==> src/rtl/apb_pkg.sv <==
// rtl/apb_pkg.sv - shared APB completer types, decode widths and register offsets
package apb_pkg;

    typedef enum logic [0:0] {
        ST_IDLE   = 1'b0,
        ST_ACCESS = 1'b1
    } apb_state_e;

    localparam int APB_DEC_W   = 12;
    localparam int APB_IDX_LSB = 2;
    localparam int APB_IDX_W   = APB_DEC_W - APB_IDX_LSB;
    localparam int APB_CNT_W   = 4;

    localparam logic [31:0]          APB_ID_DEFAULT = 32'hA5B0_0001;
    localparam logic [APB_DEC_W-1:0] REG_CTRL       = 12'h000;

    // The ID register always sits in the last word of the bank.
    function automatic logic [APB_DEC_W-1:0] reg_id_offset(input int num_regs);
        return APB_DEC_W'(4 * (num_regs - 1));
    endfunction

endpackage

==> src/rtl/apb_regbank.sv <==
// rtl/apb_regbank.sv - writable register array with async read mux and constant ID word
module apb_regbank
    import apb_pkg::*;
#(
    parameter int          NUM_REGS = 8,
    parameter logic [31:0] ID_VALUE = APB_ID_DEFAULT
) (
    input  logic                 clk,
    input  logic                 rst_n,
    input  logic                 wr_en,
    input  logic [APB_IDX_W-1:0] wr_idx,
    input  logic [31:0]          wr_data,
    input  logic [APB_IDX_W-1:0] rd_idx,
    output logic [31:0]          rd_data,
    output logic [31:0]          reg0
);

    localparam int NW = NUM_REGS - 1;

    logic [NW-1:0][31:0] regs_q;
    logic [NW-1:0][31:0] regs_d;

    always_comb begin
        regs_d = regs_q;
        if (wr_en) begin
            for (int i = 0; i < NW; i++) begin
                if (wr_idx == APB_IDX_W'(i)) begin
                    regs_d[i] = wr_data;
                end
            end
        end
    end

    always_ff @(posedge clk or negedge rst_n) begin
        if (!rst_n) begin
            regs_q <= '0;
        end else begin
            regs_q <= regs_d;
        end
    end

    always_comb begin
        rd_data = '0;
        if (rd_idx == APB_IDX_W'(NW)) begin
            rd_data = ID_VALUE;
        end
        for (int i = 0; i < NW; i++) begin
            if (rd_idx == APB_IDX_W'(i)) begin
                rd_data = regs_q[i];
            end
        end
    end

    assign reg0 = regs_q[0];

endmodule

==> src/rtl/apb_slave_regs.sv <==
// rtl/apb_slave_regs.sv - APB completer: setup/access FSM, wait-state counter, decode and error response
module apb_slave_regs
    import apb_pkg::*;
#(
    parameter int          NUM_REGS    = 8,
    parameter int          WAIT_CYCLES = 0,
    parameter logic [31:0] ID_VALUE    = APB_ID_DEFAULT
) (
    input  logic        hclk,
    input  logic        hresetn,
    input  logic        psel,
    input  logic        penable,
    input  logic        pwrite,
    input  logic [31:0] paddr,
    input  logic [31:0] pwdata,
    output logic [31:0] prdata,
    output logic        pready,
    output logic        pslverr,
    output logic [31:0] ctrl_out
);

    if (WAIT_CYCLES < 0 || WAIT_CYCLES > 15) begin : g_bad_wait
        $error("apb_slave_regs: WAIT_CYCLES must be in 0..15");
    end
    if (NUM_REGS < 2 || NUM_REGS > 1024) begin : g_bad_regs
        $error("apb_slave_regs: NUM_REGS must be in 2..1024");
    end

    localparam logic [APB_DEC_W-1:0] REG_ID   = reg_id_offset(NUM_REGS);
    localparam logic [APB_IDX_W-1:0] LAST_IDX = APB_IDX_W'(NUM_REGS - 1);
    localparam logic [APB_CNT_W-1:0] WAIT_LD  = APB_CNT_W'(WAIT_CYCLES);

    apb_state_e           state_q, state_d;
    logic [APB_CNT_W-1:0] cnt_q,   cnt_d;
    logic [APB_DEC_W-1:0] addr_q,  addr_d;
    logic                 write_q, write_d;

    logic [APB_IDX_W-1:0] idx;
    logic                 dec_err;
    logic                 done;
    logic                 wr_en;
    logic [31:0]          rd_data;
    logic                 unused_paddr_hi;

    assign unused_paddr_hi = ^paddr[31:APB_DEC_W];

    // Decode only ever looks at the address captured in the setup phase.
    assign idx     = addr_q[APB_DEC_W-1:APB_IDX_LSB];
    assign dec_err = (addr_q[APB_IDX_LSB-1:0] != '0) || (idx > LAST_IDX)
                   || (write_q && addr_q == REG_ID);
    assign done    = (state_q == ST_ACCESS) && psel && penable && (cnt_q == '0);
    assign wr_en   = done && write_q && !dec_err;

    always_comb begin
        state_d = state_q;
        cnt_d   = cnt_q;
        addr_d  = addr_q;
        write_d = write_q;
        case (state_q)
            ST_IDLE: begin
                if (psel && !penable) begin
                    state_d = ST_ACCESS;
                    cnt_d   = WAIT_LD;
                    addr_d  = paddr[APB_DEC_W-1:0];
                    write_d = pwrite;
                end
            end
            ST_ACCESS: begin
                if (!psel) begin
                    state_d = ST_IDLE;
                end else if (penable) begin
                    if (cnt_q == '0) begin
                        state_d = ST_IDLE;
                    end else begin
                        cnt_d = cnt_q - 1'b1;
                    end
                end
            end
            default: state_d = ST_IDLE;
        endcase
    end

    always_ff @(posedge hclk or negedge hresetn) begin
        if (!hresetn) begin
            state_q <= ST_IDLE;
            cnt_q   <= '0;
            addr_q  <= '0;
            write_q <= 1'b0;
        end else begin
            state_q <= state_d;
            cnt_q   <= cnt_d;
            addr_q  <= addr_d;
            write_q <= write_d;
        end
    end

    apb_regbank #(
        .NUM_REGS (NUM_REGS),
        .ID_VALUE (ID_VALUE)
    ) u_regbank (
        .clk     (hclk),
        .rst_n   (hresetn),
        .wr_en   (wr_en),
        .wr_idx  (idx),
        .wr_data (pwdata),
        .rd_idx  (idx),
        .rd_data (rd_data),
        .reg0    (ctrl_out)
    );

    assign pready  = done;
    assign pslverr = done && dec_err;
    assign prdata  = (done && !dec_err && !write_q) ? rd_data : 32'h0;

endmodule

==> config.mk <==
export PLATFORM = sky130hd
export DESIGN_NAME = apb_slave_regs
export DESIGN_NICKNAME = d
export VERILOG_FILES = /design/src/rtl/apb_pkg.sv /design/src/rtl/apb_regbank.sv /design/src/rtl/apb_slave_regs.sv
export SDC_FILE = /design/constraint.sdc
export NUM_CORES = 1
export LEC_CHECK = 0
export CAP_MARGIN = 20
export CELL_PAD_IN_SITES_DETAIL_PLACEMENT = 0
export CELL_PAD_IN_SITES_GLOBAL_PLACEMENT = 1
export CORE_ASPECT_RATIO = 2
export CORE_UTILIZATION = 42
export DETAILED_ROUTE_END_ITERATION = 10
export HOLD_SLACK_MARGIN = 0.12
export PLACE_DENSITY = 0.82
export SLEW_MARGIN = 20
export SYNTH_ARGS = -nofsm -noshare
export SYNTH_HDL_FRONTEND = slang
export SYNTH_SLANG_ARGS = --single-unit
==> constraint.sdc <==
create_clock -name hclk -period 3.5 [get_ports hclk]
set_clock_uncertainty 0.2 [all_clocks]
set_input_delay 0.525 -clock hclk [delete_from_list [all_inputs] [get_ports hclk]]
set_output_delay 0.525 -clock hclk [all_outputs]
set_load 0.01 [all_outputs]
==> results.sh, run 1 <==
export IMPL_outcome="finished, final reports clean"
export IMPL_drc=0
export IMPL_holdWs_ps=289
export IMPL_viasPerCell=5.76
export IMPL_fmax_mhz=287
export IMPL_synth_area_top_cells="dfrtp_1 51%, mux2_2 18%, mux2_4 7.5%"
export IMPL_place_area_sq_um=13600
export IMPL_path_common_cell="buf_6"
export IMPL_ir_drop_uv=287
export IMPL_hold_violations=0
export IMPL_die_x_um=121
export IMPL_r2r_start="addr_q[5]$_DFFE_PN0P_"
export IMPL_core_sq_um=28100
export IMPL_nFillCells=2495
export IMPL_num_vias=8092
export IMPL_ys_ff_latch=242
export IMPL_pin_count=135
export IMPL_port_buffers=114
export IMPL_timing_critical_path_buf_inv=4
export IMPL_p_leak_uw=0.00691
export IMPL_firstDrtPassIters=4
export IMPL_end_kind="output port"
export IMPL_crit_slowest_cell="or4_4"
export IMPL_rsz0062_at_grt="yes"
export IMPL_clock_sinks=242
export IMPL_setup_viol=0
export IMPL_clock_path_buffers=3
export IMPL_path_max_fanout=8
export IMPL_die_h_um=240
export IMPL_layout_commonest_cell="dfrtp_1"
export IMPL_grt_pass1_vias=8824
export IMPL_fp_row_count=87
export IMPL_diodes=0
export IMPL_maxSlewViolCount=0
export IMPL_cts_root_buf="clkbuf_16"
export IMPL_p_per_area_nw_per_um2=455
export IMPL_critPathKind="flip-flop to output port"
export IMPL_layout_common_cells="240 x dfrtp_1, 191 x mux2_2, 81 x clkdlybuf4s50_1, 68 x nand2_1, 60 x mux2_4"
export IMPL_cts_buffers=23
export IMPL_crit_start="addr_q[5]$_DFFE_PN0P_"
export IMPL_grtUsageTotal_pct=22.8
export IMPL_gr_total_overflow=0
export IMPL_wl_per_cell_um=22.8
export IMPL_initial_core_util_pct=42.5
export IMPL_worst_pin_slew_ps=580
export IMPL_cp_cell_sequence="nor4_4 -> nand3b_4 -> buf_6 -> or4_4 -> buf_12 -> buf_6 -> a2111oi_4 -> buf_2"
export IMPL_grt_pass1_wl_um=50400
export IMPL_cp_required_ps=2770
export IMPL_cts_tree="done"
export IMPL_drtAntennaViolNets=0
export IMPL_nNetsFinal=1104
export IMPL_layout_min_cycle_time_ps=3480
export IMPL_synth_edff_count=0
export IMPL_routed_wl_um=32000
export IMPL_async_flop_share_pct=100
export IMPL_synth_fp_nets=1000
export IMPL_crit_family="simple AND/OR/NAND/NOR gates"
export IMPL_drv_cap=0
export IMPL_synth_top_area_share_pct=50.7
export IMPL_yosys_area_top_type="dfrtp_1"
export IMPL_antenna_found_initial=0
export IMPL_fin_ws_ps=17.4
export IMPL_area_growth_pct=21.8
export IMPL_drt_initial_drc_count=398
export IMPL_clk_insertion_delay_late_ps=520
export IMPL_dominantRegCellSynth="dfrtp_1"
export IMPL_syn_area_sq_um=11900
export IMPL_cp_start_kind="flip-flop"
export IMPL_clkTransAtPathRegs_ps=70
export IMPL_place_congestion=0.763
export IMPL_place_hpwl_um=20700
export IMPL_htree_levels=1
export IMPL_ys_warn_count=0
export IMPL_ys_seq_area_share_pct=50.7
export IMPL_layout_drive_gt1_share_pct=40.4
export IMPL_place_ws_ps=-324
export IMPL_crit_arrival_ps=2760
export IMPL_period_share_pct=99.5
export IMPL_min_delay_start="u_regbank.regs_q[118]$_DFFE_PN0P_"
export IMPL_min_path_type="flip-flop to flip-flop"
export IMPL_synth_cell_type_count=44
export IMPL_max_stage_delay_ps=490
export IMPL_final_area_sq_um=14500
export IMPL_avgSynthCellArea_sq_um=12.8
export IMPL_grt_max_degree=81
export IMPL_synthCells=930
export IMPL_dieArea_sq_um=29100
export IMPL_max_slew_margin_rel_pct=61.4
metal layers:
metal	wire (um)	track usage, %	vias to the layer above	share of wire, %
li1	-	-	3577	-
met1	12200	25.6	4244	38
met2	17400	42.1	205	54
met3	1090	2.40	66	3.4
met4	1340	11.1	0	4.2
met5	0	0	-	0
worst register-to-register path, delay by kind of cell (launching register included):
family | cells | cell delay, ps
flops | 1 | 410
buf+inv | 3 | 640
simple gates | 3 | 1240
mux | 1 | 330
path summary, 6_finish.rpt:
| path | end | slack, ps | cells past startpoint |
|---|---|---|---|
| setup / recovery | prdata[21] | 20 | 8 |
| hold / removal | u_regbank.regs_q[118]$_DFFE_PN0P_ | 290 | 1 |
| setup reg to reg | u_regbank.regs_q[37]$_DFFE_PN0P_ | 560 | 7 |
| hold reg to reg | u_regbank.regs_q[118]$_DFFE_PN0P_ | 290 | 1 |
| max in group asynchronous | u_regbank.regs_q[73]$_DFFE_PN0P_ | 1800 | 3 |
| min in group asynchronous | u_regbank.regs_q[210]$_DFFE_PN0P_ | 370 | 2 |
cell usage after synthesis, drive strengths merged (5+ instances only):
cell type and instances:
inv 5, o32ai 8, a21oi 50, nor4 7
buf 64, a311oi 24, mux2i 9, mux2 260
o221a 24, o221ai 8, nor2 21, a2111oi 8
dfrtp 242, clkbuf 38, a2bb2oi 8, nor2b 29
nand2 69, o21ai 26
cells by family (layout without fill, tap and decap cells):
group                    count (synthesis)  in the layout  synth area share [%]
AND/OR/NAND/NOR                        147            147                  6.63
adder cells (fa/ha/maj)                  1              1                 0.105
AO/OA/AOI/OAI                          164            164                  10.4
buffers and inverters                  107            226                  5.02
multiplexers                           269            269                  27.2
flip-flops                             242            242                  50.7
what timing repair did:
action / in CTS / in global routing
setup buffers: 2 / 7
pin swaps: 2 / 2
gates resized for setup: 68 / 29
cloned: 1 / 0
hold buffers: 1 / 0
endpoints found under the setup margin: 32 / 32
endpoints found under the hold margin: 68 / 0
metrics by stage:
stage	instances	setup TNS (ps)	utilization, %	power (uW)
final	1405	0	51.8	6620
after global routing	1405	-363	51.8	6870
after CTS	1398	-265	51.2	6640
after detailed placement	1354	-3510	48.3	4090
after global placement	1354	-2910	48.3	4060
after floorplan	930	0	-	3560
area by class of cell:
cell class,count,area (sq um),area share [%]
Timing Repair Buffer,181,1780,12.3
Tap cell,356,445,3.06
Sequential cell,242,6060,41.7
Clock inverter,10,108,0.740
Inverter,5,18.8,0.129
Clock buffer,30,632,4.35
Multi-Input combinational cell,581,5490,37.8
state kept, by name, indices dropped and copies added (netlist names):
register          flops
write_q               1
addr_q               12
u_regbank.regs_q    192
cnt_q                 4
state_q               1
u_regbank.reg0       32
where the power goes:
| part | leakage (uW) | internal (uW) | switching (uW) |
|---|---|---|---|
| Clock | 0.000358 | 1420 | 1100 |
| Combinational | 0.00320 | 431 | 728 |
| Sequential | 0.00335 | 2860 | 84.8 |
Power figures use the tool's default switching activity.
==> inputs of run 2 (changes only) <==
--- a/config.mk
+++ b/config.mk
@@ -10,6 +10,7 @@
 export CELL_PAD_IN_SITES_GLOBAL_PLACEMENT = 1
 export CORE_ASPECT_RATIO = 2
 export CORE_UTILIZATION = 42
+export CTS_BUF_LIST = sky130_fd_sc_hd__clkbuf_4
 export DETAILED_ROUTE_END_ITERATION = 10
 export HOLD_SLACK_MARGIN = 0.12
 export PLACE_DENSITY = 0.82
==> results.sh, run 2 (synthesis gave the netlist of run 1 again) <==
export IMPL_antenna_found_initial=1
export IMPL_grt_max_degree=81
export IMPL_routed_wl_um=33000
export IMPL_crit_arrival_ps=2800
export IMPL_ir_drop_uv=228
export IMPL_drc=0
export IMPL_htree_levels=2
export IMPL_cp_required_ps=2770
export IMPL_pin_count=135
export IMPL_layout_common_cells="239 x dfrtp_1, 191 x mux2_2, 81 x clkdlybuf4s50_1, 67 x clkbuf_4, 66 x nand2_1"
export IMPL_place_inst=1354
export IMPL_worst_pin_slew_ps=585
export IMPL_area_growth_pct=24.1
export IMPL_clkTransAtPathRegs_ps=80
export IMPL_drv_cap=0
export IMPL_swShare_pct=31.6
export IMPL_core_sq_um=28100
export IMPL_p_per_area_nw_per_um2=426
export IMPL_port_buffers=114
export IMPL_dieArea_sq_um=29100
export IMPL_regMostFlops="u_regbank.regs_q"
export IMPL_wl_per_cell_um=22.4
export IMPL_pwr_share_comb_pct=19.6
export IMPL_num_vias=8366
export IMPL_gr_total_overflow=0
export IMPL_min_path_type="input port to async pin"
export IMPL_end_kind="output port"
export IMPL_fp_row_count=87
export IMPL_die_h_um=240
export IMPL_clock_sinks=242
export IMPL_place_congestion=0.763
export IMPL_power_uw=6310
export IMPL_p_leak_uw=0.00700
export IMPL_drt_initial_drc_count=327
export IMPL_layout_commonest_cell="dfrtp_1"
export IMPL_grtUsageTotal_pct=23.7
export IMPL_path_max_fanout=5
export IMPL_grt_pass1_wl_um=52000
export IMPL_fmax_mhz=284
export IMPL_clk_insertion_delay_late_ps=700
export IMPL_p_seq_share_pct=46.6
export IMPL_setup_tns_ps=-25.5
export IMPL_cts_root_buf="clkbuf_4"
export IMPL_clock_path_buffers=3
export IMPL_fin_ws_ps=-23.0
export IMPL_violations="setup timing"
export IMPL_p_sw_uw=1990
export IMPL_cts_tree="done"
export IMPL_maxSlewViolCount=0
export IMPL_cts_buffers=54
export IMPL_grt_pass1_vias=9135
export IMPL_reg2reg_depth=7
export IMPL_largest_reg_flops=192
export IMPL_place_hpwl_um=20700
export IMPL_reg2reg_slack_ps=600
export IMPL_layout_drive_gt1_share_pct=46.1
export IMPL_critPathKind="flip-flop to output port"
export IMPL_initial_core_util_pct=42.5
export IMPL_fin_cells=1471
export IMPL_period_share_pct=101
export IMPL_nNetsFinal=1143
export IMPL_drtAntennaViolNets=0
export IMPL_outcome="finished with violations"
export IMPL_viasPerCell=5.69
export IMPL_max_slew_margin_rel_pct=61.0
export IMPL_p_int_uw=4320
export IMPL_firstDrtPassIters=4
export IMPL_hold_violations=0
export IMPL_clockPowerShare_pct=33.8
export IMPL_rsz0062_at_grt="yes"
export IMPL_layout_min_cycle_time_ps=3520
export IMPL_die_x_um=121
export IMPL_cp_start_kind="flip-flop"
export IMPL_setup_viol=2
[run 2: cell count changes in the layout (fill, tap and decap cells not counted), sizes merged, moves of 3 or more]
cell,previous run,this run
clkinvlp,3,0
dlygate4sd2,15,0
clkinv,5,28
clkdlybuf4s15,8,0
clkbuf,32,67
buf,74,107
[run 2: layout make-up]
class / instances / area, sq um
Antenna cell: 1 / 2.50
Clock buffer: 67 / 503
Clock inverter: 30 / 146
Fill cell: 2473 / 13300
Inverter: 5 / 18.8
Multi-Input combinational cell: 581 / 5710
Sequential cell: 242 / 6060
Tap cell: 356 / 445
Timing Repair Buffer: 189 / 1930
[run 2: stage by stage]
stage / util [%] / area [sq um] / hold WS (ps) / setup WS, ps
after floorplan: - / 11900 / 29.4 / 561
after global placement: 48.3 / 13600 / 264 / -347
after detailed placement: 48.3 / 13600 / 274 / -324
after CTS: 52.3 / 14700 / 159 / -124
after global routing: 52.8 / 14800 / 201 / -164
final: 52.8 / 14800 / 170 / -23.0
[run 2: final timing paths]
| path | from | endpoint |
|---|---|---|
| hold reg to reg | u_regbank.regs_q[64]$_DFFE_PN0P_ | u_regbank.regs_q[64]$_DFFE_PN0P_ |
| max in group asynchronous | hresetn | u_regbank.reg0[7]$_DFFE_PN0P_ |
| min in group hclk | paddr[9] | addr_q[9]$_DFFE_PN0P_ |
| setup reg to reg | addr_q[6]$_DFFE_PN0P_ | u_regbank.regs_q[33]$_DFFE_PN0P_ |
| setup / recovery | addr_q[6]$_DFFE_PN0P_ | prdata[25] |
| hold / removal | hresetn | u_regbank.regs_q[175]$_DFFE_PN0P_ |
[run 2: what timing repair did]
item	in CTS	in global routing
hold endpoints to repair	139	0
cloned	3	0
resized for setup	195	33
pin swaps	5	4
endpoints found under the setup margin	33	33
setup buffers	16	5
hold buffers	1	0
[run 2: power by group through the flow]
stage / logic [uW] / registers, uW / clock network (uW)
after floorplan: 616 / 2950 / 0
after global placement: 1080 / 2980 / 0
after detailed placement: 1100 / 2990 / 0
after CTS: 1200 / 2940 / 2200
after global routing: 1330 / 2950 / 2340
final: 1240 / 2940 / 2130
[run 2: per-layer routing]
layer	wire (um)	global-route usage, %	vias to the layer above
li1	-	-	3702
met1	12000	26.0	4341
met2	17800	42.6	243
met3	1420	3.51	80
met4	1760	14.0	0
met5	0	0	-
[run 2: worst max-delay path, stage by stage, from the launching register on]
cell,delay (ps)
dfrtp_1,410
nor4_4,370
nand3b_4,140
buf_12,150
nor4_4,220
buf_4,170
buf_8,120
buf_12,130
buf_6,100
o221a_2,180
buf_6,100
